## src/rtl/commit_trace_fifo_if.sv

```systemverilog
// Head-entry handshake bundle of the commit trace FIFO.
// The FIFO drives the master side and the trace consumer drives the slave side.
interface commit_trace_fifo_if;
    logic        Out_Valid;
    logic        Out_Ready;
    logic [1:0]  Out_Type;
    logic [4:0]  Out_Reg;
    logic [31:0] Out_Data;
    logic [31:0] Out_PC;

    modport master (
        output Out_Valid,
        output Out_Type,
        output Out_Reg,
        output Out_Data,
        output Out_PC,
        input  Out_Ready
    );

    modport slave (
        input  Out_Valid,
        input  Out_Type,
        input  Out_Reg,
        input  Out_Data,
        input  Out_PC,
        output Out_Ready
    );
endinterface

```

## src/rtl/commit_trace_fifo.sv

```systemverilog
// Commit trace FIFO: records retire events (REG/STORE/BRANCH/JUMP) with their PC.
// Define COMMIT_TRACE_SKIP_R0_EN to ignore register-0 writeback events.
module commit_trace_fifo #(
    parameter int DEPTH = 16
) (
    input  logic                     Clk,
    input  logic                     Reset,
    input  logic                     Trace_En,
    input  logic                     WB_RegWrite,
    input  logic [4:0]               WB_WriteRegister,
    input  logic [31:0]              WB_WriteData,
    input  logic                     MEM_MemWrite,
    input  logic                     ID_BranchTaken,
    input  logic                     ID_DoJump,
    input  logic [31:0]              IF_PCResult,
    commit_trace_fifo_if.master      out,
    output logic [$clog2(DEPTH):0]   Count,
    output logic                     Overflow,
    output logic [15:0]              Drop_Count
);
    localparam int AW = $clog2(DEPTH);
    localparam int CW = AW + 1;

    typedef struct packed {
        logic [1:0]  typ;
        logic [4:0]  rd;
        logic [31:0] data;
        logic [31:0] pc;
    } entry_t;

    entry_t          mem_q [DEPTH];
    logic [AW-1:0]   wr_ptr_q, wr_ptr_d;
    logic [AW-1:0]   rd_ptr_q, rd_ptr_d;
    logic [CW-1:0]   count_q, count_d;
    logic            ovf_q, ovf_d;
    logic [15:0]     drop_q, drop_d;

    logic            skip_r0;
    logic            event_v;
    logic            valid;
    logic            full;
    logic            pop;
    logic            push;
    logic            drop;
    entry_t          ev_entry;
    entry_t          head;

`ifdef COMMIT_TRACE_SKIP_R0_EN
    // An r0 write swallows the whole cycle, including lower-priority strobes.
    assign skip_r0 = WB_RegWrite && (WB_WriteRegister == 5'd0);
`else
    assign skip_r0 = 1'b0;
`endif

    assign event_v = Trace_En && !skip_r0 &&
                     (WB_RegWrite || MEM_MemWrite ||
                      ID_BranchTaken || ID_DoJump);

    assign valid = (count_q != '0);
    assign full  = (count_q == CW'(DEPTH));
    assign pop   = valid && out.Out_Ready;
    // A pop on the same edge frees the slot a full push needs.
    assign push  = event_v && (!full || pop);
    assign drop  = event_v && full && !pop;

    always_comb begin
        ev_entry = '0;
        ev_entry.pc = IF_PCResult;
        if (WB_RegWrite) begin
            ev_entry.typ  = 2'd0;
            ev_entry.rd   = WB_WriteRegister;
            ev_entry.data = WB_WriteData;
        end else if (MEM_MemWrite) begin
            ev_entry.typ = 2'd1;
        end else if (ID_BranchTaken) begin
            ev_entry.typ = 2'd2;
        end else begin
            ev_entry.typ = 2'd3;
        end
    end

    always_comb begin
        wr_ptr_d = push ? wr_ptr_q + AW'(1) : wr_ptr_q;
        rd_ptr_d = pop ? rd_ptr_q + AW'(1) : rd_ptr_q;
        count_d  = count_q + CW'(push) - CW'(pop);
        ovf_d    = ovf_q || drop;
        drop_d   = drop_q;
        if (drop && (drop_q != 16'hFFFF)) begin
            drop_d = drop_q + 16'd1;
        end
    end

    always_ff @(posedge Clk or negedge Reset) begin
        if (!Reset) begin
            wr_ptr_q <= '0;
            rd_ptr_q <= '0;
            count_q  <= '0;
            ovf_q    <= 1'b0;
            drop_q   <= '0;
        end else begin
            wr_ptr_q <= wr_ptr_d;
            rd_ptr_q <= rd_ptr_d;
            count_q  <= count_d;
            ovf_q    <= ovf_d;
            drop_q   <= drop_d;
        end
    end

    always_ff @(posedge Clk) begin
        if (Reset && push) begin
            mem_q[wr_ptr_q] <= ev_entry;
        end
    end

    assign head = mem_q[rd_ptr_q];

    always_comb begin
        out.Out_Valid = valid;
        out.Out_Type  = valid ? head.typ  : '0;
        out.Out_Reg   = valid ? head.rd   : '0;
        out.Out_Data  = valid ? head.data : '0;
        out.Out_PC    = valid ? head.pc   : '0;
    end

    assign Count      = count_q;
    assign Overflow   = ovf_q;
    assign Drop_Count = drop_q;
endmodule

```

## src/flat_wrapper.sv

```systemverilog
// flat-port wrapper written by rule: the top's interface ports become plain ports
module commit_trace_fifo_flat 
#(
    parameter int DEPTH = 16
)
  (Clk, Reset, Trace_En, WB_RegWrite, WB_WriteRegister, WB_WriteData, MEM_MemWrite, ID_BranchTaken, ID_DoJump, IF_PCResult, Count, Overflow, Drop_Count, out_Out_Valid, out_Out_Type, out_Out_Reg, out_Out_Data, out_Out_PC, out_Out_Ready);
  commit_trace_fifo_if out_i ();
  input  logic Clk;
  input  logic Reset;
  input  logic Trace_En;
  input  logic WB_RegWrite;
  input  logic [4:0] WB_WriteRegister;
  input  logic [31:0] WB_WriteData;
  input  logic MEM_MemWrite;
  input  logic ID_BranchTaken;
  input  logic ID_DoJump;
  input  logic [31:0] IF_PCResult;
  output logic [$clog2(DEPTH):0] Count;
  output logic Overflow;
  output logic [15:0] Drop_Count;
  output wire logic [$bits(out_i.Out_Valid)-1:0] out_Out_Valid;
  output wire logic [$bits(out_i.Out_Type)-1:0] out_Out_Type;
  output wire logic [$bits(out_i.Out_Reg)-1:0] out_Out_Reg;
  output wire logic [$bits(out_i.Out_Data)-1:0] out_Out_Data;
  output wire logic [$bits(out_i.Out_PC)-1:0] out_Out_PC;
  input wire logic [$bits(out_i.Out_Ready)-1:0] out_Out_Ready;
  assign out_Out_Valid = out_i.Out_Valid;
  assign out_Out_Type = out_i.Out_Type;
  assign out_Out_Reg = out_i.Out_Reg;
  assign out_Out_Data = out_i.Out_Data;
  assign out_Out_PC = out_i.Out_PC;
  assign out_i.Out_Ready = out_Out_Ready;
  commit_trace_fifo #(.DEPTH(DEPTH)) u_core (.Clk(Clk), .Reset(Reset), .Trace_En(Trace_En), .WB_RegWrite(WB_RegWrite), .WB_WriteRegister(WB_WriteRegister), .WB_WriteData(WB_WriteData), .MEM_MemWrite(MEM_MemWrite), .ID_BranchTaken(ID_BranchTaken), .ID_DoJump(ID_DoJump), .IF_PCResult(IF_PCResult), .out(out_i), .Count(Count), .Overflow(Overflow), .Drop_Count(Drop_Count));
endmodule
```

## config.mk

```make
export PLATFORM = sky130hd
export DESIGN_NAME = commit_trace_fifo_flat
export DESIGN_NICKNAME = d
export VERILOG_FILES = /design/src/rtl/commit_trace_fifo_if.sv /design/src/rtl/commit_trace_fifo.sv /design/src/flat_wrapper.sv
export SDC_FILE = /design/constraint.sdc
export NUM_CORES = 1
export LEC_CHECK = 0
export ABC_AREA = 0
export CAP_MARGIN = 10
export CORE_MARGIN = 10
export CORE_UTILIZATION = 45
export DETAILED_ROUTE_END_ITERATION = 8
export PLACE_DENSITY = 0.65
export REMOVE_ABC_BUFFERS = 1
export SLEW_MARGIN = 10
export SYNTH_ARGS = -nofsm -noshare
export SYNTH_HDL_FRONTEND = slang
export SYNTH_SLANG_ARGS = --single-unit
export TNS_END_PERCENT = 5
```

## constraint.sdc

```tcl
create_clock -name Clk -period 8.8 [get_ports Clk]
set_input_delay 1.32 -clock Clk [delete_from_list [all_inputs] [get_ports Clk]]
set_output_delay 1.32 -clock Clk [all_outputs]
set_load 0.02 [all_outputs]
```

Yosys cells after proc, flatten, opt, wreduce, memory -nomap -nowiden
Memories as Yosys holds them, arrays and structs flattened.
Cells that the tools add are included.
{"block": "classes", "n_eq_ne": 2, "n_reduce_logical": 15, "mux": 10, "addsub": 5}
{"cell": "two-way mux 32 bit", "n": 2}
{"cell": "two-way mux 37 bit", "n": 1}
{"cell": "adder 16 x 1 -> 16 bit (second input constant)", "n": 1}
{"cell": "inequality test 16 bit (second input constant)", "n": 1}
{"cell": "adder 4 x 1 -> 4 bit (second input constant)", "n": 2}
{"cell": "logical AND 1 bit", "n": 7}
{"cell": "two-way mux 2 bit", "n": 3}
{"cell": "adder 5 x 1 -> 5 bit", "n": 1}
{"cell": "== test 5 bit (second input constant)", "n": 1}
{"cell": "logical OR 1 bit", "n": 5}
{"cell": "two-way mux 5 bit", "n": 1}
{"cell": "nonzero test 5 bit", "n": 1}
{"cell": "subtractor 5 x 1 -> 5 bit", "n": 1}
{"cell": "two-way mux 1 bit", "n": 3}
{"cell": "zero test 1 bit", "n": 2}
{"block": "totals", "ram_bits": 1136, "reg_bits": 30, "output_inout_bits": 94, "wordCells": 38, "n_memories": 1, "inputBits": 77}
{"name": "u_core.mem_q", "words": 16, "width": 71, "rd": 1, "rd_clocked_by_memory_dff": 0, "write_ports": 1, "line": "commit_trace_fifo.sv:31", "rtl": "entry_t mem_q [DEPTH];"}

Longest topological paths before layout
{"block": "logic_depth", "word_depth": 8, "depth_mapped": 14, "depth_no_buf": 13}

Worst setup path after synthesis
OpenSTA, ideal clock, no wires.
{"block": "synth_path", "kind": "input -> register", "start": "input port MEM_MemWrite", "end": "memory u_core.mem_q[0][0] (netlist bit), enable pin", "setup_time_ns": 0.587, "path_buffers": 0, "arrival_ns": 7.032, "t_required_ns": 8.213, "setup_slack_ns": 1.181, "cell_stages": 4, "cell_sequence": "o41a_1 > a21boi_1 > nand3_1 > nor3_1"}
{"block": "synth_between", "elab_chain_len": 8}
{"item": "from (decl)", "line": "flat_wrapper.sv:14", "rtl": "input logic MEM_MemWrite;"}
{"item": "logical OR 1 bit (2 in series)", "line": "commit_trace_fifo.sv:56", "rtl": "(WB_RegWrite || MEM_MemWrite ||"}
{"item": "logical OR 1 bit", "line": "commit_trace_fifo.sv:57", "rtl": "ID_BranchTaken || ID_DoJump);"}
{"item": "logical AND 1 bit", "line": "commit_trace_fifo.sv:55", "rtl": "assign event_v = Trace_En && !skip_r0 &&"}
{"item": "logical AND 1 bit", "line": "commit_trace_fifo.sv:63", "rtl": "assign push = event_v && (!full || pop);"}
{"item": "logical AND 1 bit", "line": "commit_trace_fifo.sv:110", "rtl": "if (Reset && push) begin"}
{"item": "two-way mux 1 bit", "line": "commit_trace_fifo.sv:110"}
{"item": "two-way mux 1 bit (not written as such)", "line": "commit_trace_fifo.sv:111", "rtl": "mem_q[wr_ptr_q] <= ev_entry;"}
{"item": "to (decl)", "line": "commit_trace_fifo.sv:31"}
No other way between the ends.

Worst setup path in the final report
{"block": "layout_path", "start": "register u_core.count_q[3], in the netlist u_core.Count[3]", "end": "output port out_Out_Reg[3]"}
{"block": "layout_between", "elab_chain_len": 2}
{"item": "from (decl)", "line": "commit_trace_fifo.sv:34", "rtl": "logic [CW-1:0] count_q, count_d;"}
{"item": "from (signal assigned)", "line": "commit_trace_fifo.sv:103", "rtl": "count_q <= count_d;"}
{"item": "nonzero test 5 bit", "line": "commit_trace_fifo.sv:59", "rtl": "assign valid = (count_q != '0);"}
{"item": "two-way mux 5 bit", "line": "commit_trace_fifo.sv:120", "rtl": "out.Out_Reg = valid ? head.rd : '0;"}
{"item": "to (decl)", "line": "flat_wrapper.sv:23", "rtl": "output wire logic [$bits(out_i.Out_Reg)-1:0] out_Out_Reg;"}
No other way between the ends.

==> impl.org <==
** Outcome
- The flow ran to the end, and the final reports show no timing, DRC or antenna violations.

** Timing
- Pins Over Slew Limit :: 0
- Worst hold slack after final layout :: 0.464 ns
- Slew at the pin with the worst max-slew slack :: 1.11 ns
- Hold Violations, Final :: 0
- Final period utilization :: 0.639
- The clock arrives with 0.0224 ns of skew.
- The worst pin sits at a relative slew slack of 0.257.
- Setup violations remaining at the end of the flow were counted as 0.
- Achievable frequency :: 0.178 GHz
- Setup repair after global routing left no endpoint under its margin.
- Minimum period implied by the final worst setup slack :: 5.62 ns

** Finish
- Number of filler instances in the final layout :: 7637
- In the final layout, flip-flops and latches occupy 0.0349 mm2.
- The library cells used most frequently in the layout, excluding fill and tap cells, are sky130_fd_sc_hd__edfxtp_1, sky130_fd_sc_hd__mux4_2, sky130_fd_sc_hd__clkdlybuf4s50_1.
- Total number of nets in the final design :: 2249
- Of the cells placed in the final design, the portion with a size suffix greater than 1 is 0.290.
- 0 antenna diodes ended up in the layout.
- Relative to the synthesized area, the layout overhead comes to 15.4%.
- Area of the multi-input gates :: 0.00984 mm2
- The library cell used most frequently in the layout, excluding fill and tap cells, is sky130_fd_sc_hd__edfxtp_1.
- For this run, the share of the core covered by cells in the final layout is 0.522.

** Clock network
- The number of hold buffers added after CTS was 0.
- Insertion delay to the later sink of the worst-skew pair :: 0.68 ns
- Clk slew on worst S/H paths :: 0.06 ns
- No sink is reached through more buffers than the 3 on the longest clock path.
- Clock buffer count from CTS :: 113
- Gates resized during post-CTS repair numbered 0.
- The H-tree was split into 3 levels.
- Clock net sink count :: 1166
- CTS root buffer :: sky130_fd_sc_hd__clkbuf_16
- CTS tree :: done
- In this run the post-CTS setup repair buffer count came out at 0.

** Critical path
- Source of the critical timing path :: u_core.Count[3]
- In this run the worst path has a maximum fanout of 49.
- STA puts the critical path data required time at 7.48 ns.
- Cells along the critical path :: inv_1, ha_1, or4b_1, nor2b_4, buf_4, a22o_1, clkdlybuf4s50_1
- Element type at the critical path end :: primary output
- Data on the critical path arrives at its endpoint at 4.30 ns.
- Kind of start point of the critical path :: flop
- On the worst path, the slowest cell contributes a delay of 0.83 ns.
- The startpoint identified for the worst register-to-register timing path is u_core.Count[3].
- The slowest stage of the critical path belongs to the cell sky130_fd_sc_hd__buf_4.
- Critical Setup Path Class :: flop to primary output

** Routing
- Drc violations :: 0
- Via-to-Cell Ratio :: 5.76
- Summed over all layers, the routed wires come to 97100 um.
- Total number of vias :: 20442
- Average detailed-routed wire length per instance :: 27.3 um
- Number of optimization iterations in the first detailed-route pass :: 7
- DRC violation total after the first TritonRoute iteration :: 1796
- The count of nets left with antenna violations once routing finished came out at 0.

** GRT
- Met1 usage in global routing :: 0.240
- The via count of the first global-routing pass is 21873.
- Grt peak-use layer :: met2
- First-pass GRT wire length :: 145000 um
- The number of antenna violations at the first check in global routing came to 7.
- Met3 usage :: 0.0322
- In the global route stage, met2 resource usage came out at 0.279.
- Overall fraction of global-route tracks in use :: 0.172
- After global routing the overflow that remains totals 0.
- Largest net degree at the start of global routing :: 159

** Yosys
- Of the total synthesized cell area, the portion taken by XOR and XNOR cells is 0.00485.
- sky130_fd_sc_hd__edfxtp_1 takes more of the synthesized area than any other cell.
- Number of enable-type register cells in the synthesized netlist :: 1136
- For this run, the register share of the synthesized area comes to 0.772.
- Top cell type's share of synthesized area :: 0.755
- Summing every instance area after synthesis gives 0.0452 mm2.
- Of the total synthesized cell area, the portion taken by full adders, half adders and majority gates is 0.00377.
- The Yosys step of the flow raised 0 warnings.
- Post-synth ARST share :: 0.0257
- Primary flip-flop cell chosen by synthesis mapping :: sky130_fd_sc_hd__edfxtp_1
- Averaged over all synthesized cells, the footprint is 23.3 um2.
- In this run, synthesis produced a sequential element count of 1166.
- Of the total synthesized cell area, the portion taken by AND, OR, NAND and NOR gates is 0.0139.
- Multiplexer share of the synthesized area :: 0.177
- Count of unique library cells instantiated by Yosys :: 37
- Share of the synthesized area in compound gates (AO/OA/AOI/OAI) :: 0.0150
- By area the synthesized netlist is led by sky130_fd_sc_hd__edfxtp_1, sky130_fd_sc_hd__mux4_2, sky130_fd_sc_hd__mux2_2.
- Synthesis produced a netlist whose cell count is 1941.
- After synthesis, the largest family of logic cells by area is multiplexers.

** Placement
- At the end of routability-driven placement, the weighted congestion stood at 0.754.
- Port bufs :: 170
- Post-detailed-placement half-perimeter wirelength :: 50900 um

** Power and ir drop
- For this design the static power due to leakage is 16.6 nW.
- Cell area power density :: 320 mW/mm2
- IR analysis of the VDD net gives a maximum drop of 0.000344 V.

** Die
- Width of the die :: 337 um
- Placement Rows :: 116
- The floorplan step set the die height to 337 um.
- Floorplan core area :: 0.0999 mm2
- Die Outline Area :: 0.113 mm2
- For this design the top-level I/O count stands at 171.
- Effective utilization at floorplan :: 0.452

** Hold path
- Startpoint of the worst hold path :: u_core.Overflow
- Type of the tightest min-delay check :: flop to flop

** Flow run
- The tool flagged a number of max-cap violations equal to 0.
## logic make-up (layout without fill, tap and decap cells)
logic type	after synthesis	after routing
AND/OR/NAND/NOR	112	112
adder cells (fa/ha/maj)	13	13
buffers and inverters	118	429
flip-flops	1166	1166
multiplexers	428	428
XOR/XNOR	25	25
AO/OA/AOI/OAI	79	79
## sequential cells by signal, indices dropped and copies added, names as in the netlist
name               flops
u_core.wr_ptr_q        4
u_core.Drop_Count     16
u_core.Count           5
u_core.rd_ptr_q        4
u_core.mem_q        1136
u_core.Overflow        1
## final cells by class
class                           count  share of cell area
Sequential cell                  1166               0.669
Multi-Input combinational cell    657               0.189
Clock buffer                      138              0.0568
Timing Repair Buffer              208              0.0394
Tap cell                         1298              0.0311
Clock inverter                     70              0.0143
Inverter                           13            0.000936
## Yosys cell counts (12+ instances only)
| cell | instances |
|---|---|
| sky130_fd_sc_hd__inv_1 | 13 |
| sky130_fd_sc_hd__dfrtp_1 | 30 |
| sky130_fd_sc_hd__mux4_2 | 284 |
| sky130_fd_sc_hd__xor2_1 | 17 |
| sky130_fd_sc_hd__ha_1 | 12 |
| sky130_fd_sc_hd__nor2_1 | 16 |
| sky130_fd_sc_hd__clkbuf_1 | 51 |
| sky130_fd_sc_hd__edfxtp_1 | 1136 |
| sky130_fd_sc_hd__buf_2 | 16 |
| sky130_fd_sc_hd__buf_6 | 13 |
| sky130_fd_sc_hd__mux2_2 | 141 |
| sky130_fd_sc_hd__and2_1 | 39 |
| sky130_fd_sc_hd__buf_1 | 15 |
| sky130_fd_sc_hd__nand2_1 | 12 |
| sky130_fd_sc_hd__a22o_1 | 71 |
## report_power, final
group / leakage, nW / total [mW] / internal (mW) / switching, mW
Combinational: 4.07 / 5.25 / 2.62 / 2.63
Clock: 1.82 / 4.81 / 2.80 / 2.01
Sequential: 10.7 / 6.64 / 6.40 / 0.239
Total: 16.6 / 16.7 / 11.8 / 4.88
## final timing paths
| kind | to | slack, ns | cells past startpoint |
|---|---|---|---|
| setup reg to reg | u_core.mem_q[4][27] | 4.65 | 7 |
| hold reg to reg | u_core.Overflow | 0.46 | 1 |
| min in group asynchronous | u_core.Drop_Count[1] | 1.05 | 2 |
| setup / recovery | out_Out_Reg[3] | 3.18 | 7 |
| max in group asynchronous | u_core.rd_ptr_q[1] | 7.38 | 2 |
| hold / removal | u_core.Overflow | 0.46 | 1 |
## worst max-delay path: cells and delay by family (launching register included)
family                   cells  cell delay [ns]
AO/OA/AOI/OAI                1             0.42
adder cells (fa/ha/maj)      1             0.20
AND/OR/NAND/NOR              2             0.97
buffers and inverters        3             1.57
flip-flops                   1             0.38
## routing by layer
metal	routed length, um	part of all wire
met1	42000	0.43
met2	48100	0.50
met3	5430	0.056
met4	1470	0.015
met5	45	0.00046
## per-stage QoR
step | std cells | total power [mW] | setup WS, ns | area (um2) | setup TNS [ns]
2_1_floorplan | 1836 | 11.1 | -4.59 | 44600 | -334.26
3_3_place_gp | 3342 | 12.0 | 3.16 | 48400 | 0
3_5_place_dp | 3342 | 12.1 | 3.07 | 48400 | 0
4_1_cts | 3550 | 16.9 | 3.12 | 52100 | 0
5_1_grt | 3550 | 17.4 | 2.99 | 52100 | 0
6_report | 3550 | 16.7 | 3.18 | 52100 | 0
Note: power is estimated with default switching activity, not from simulation.
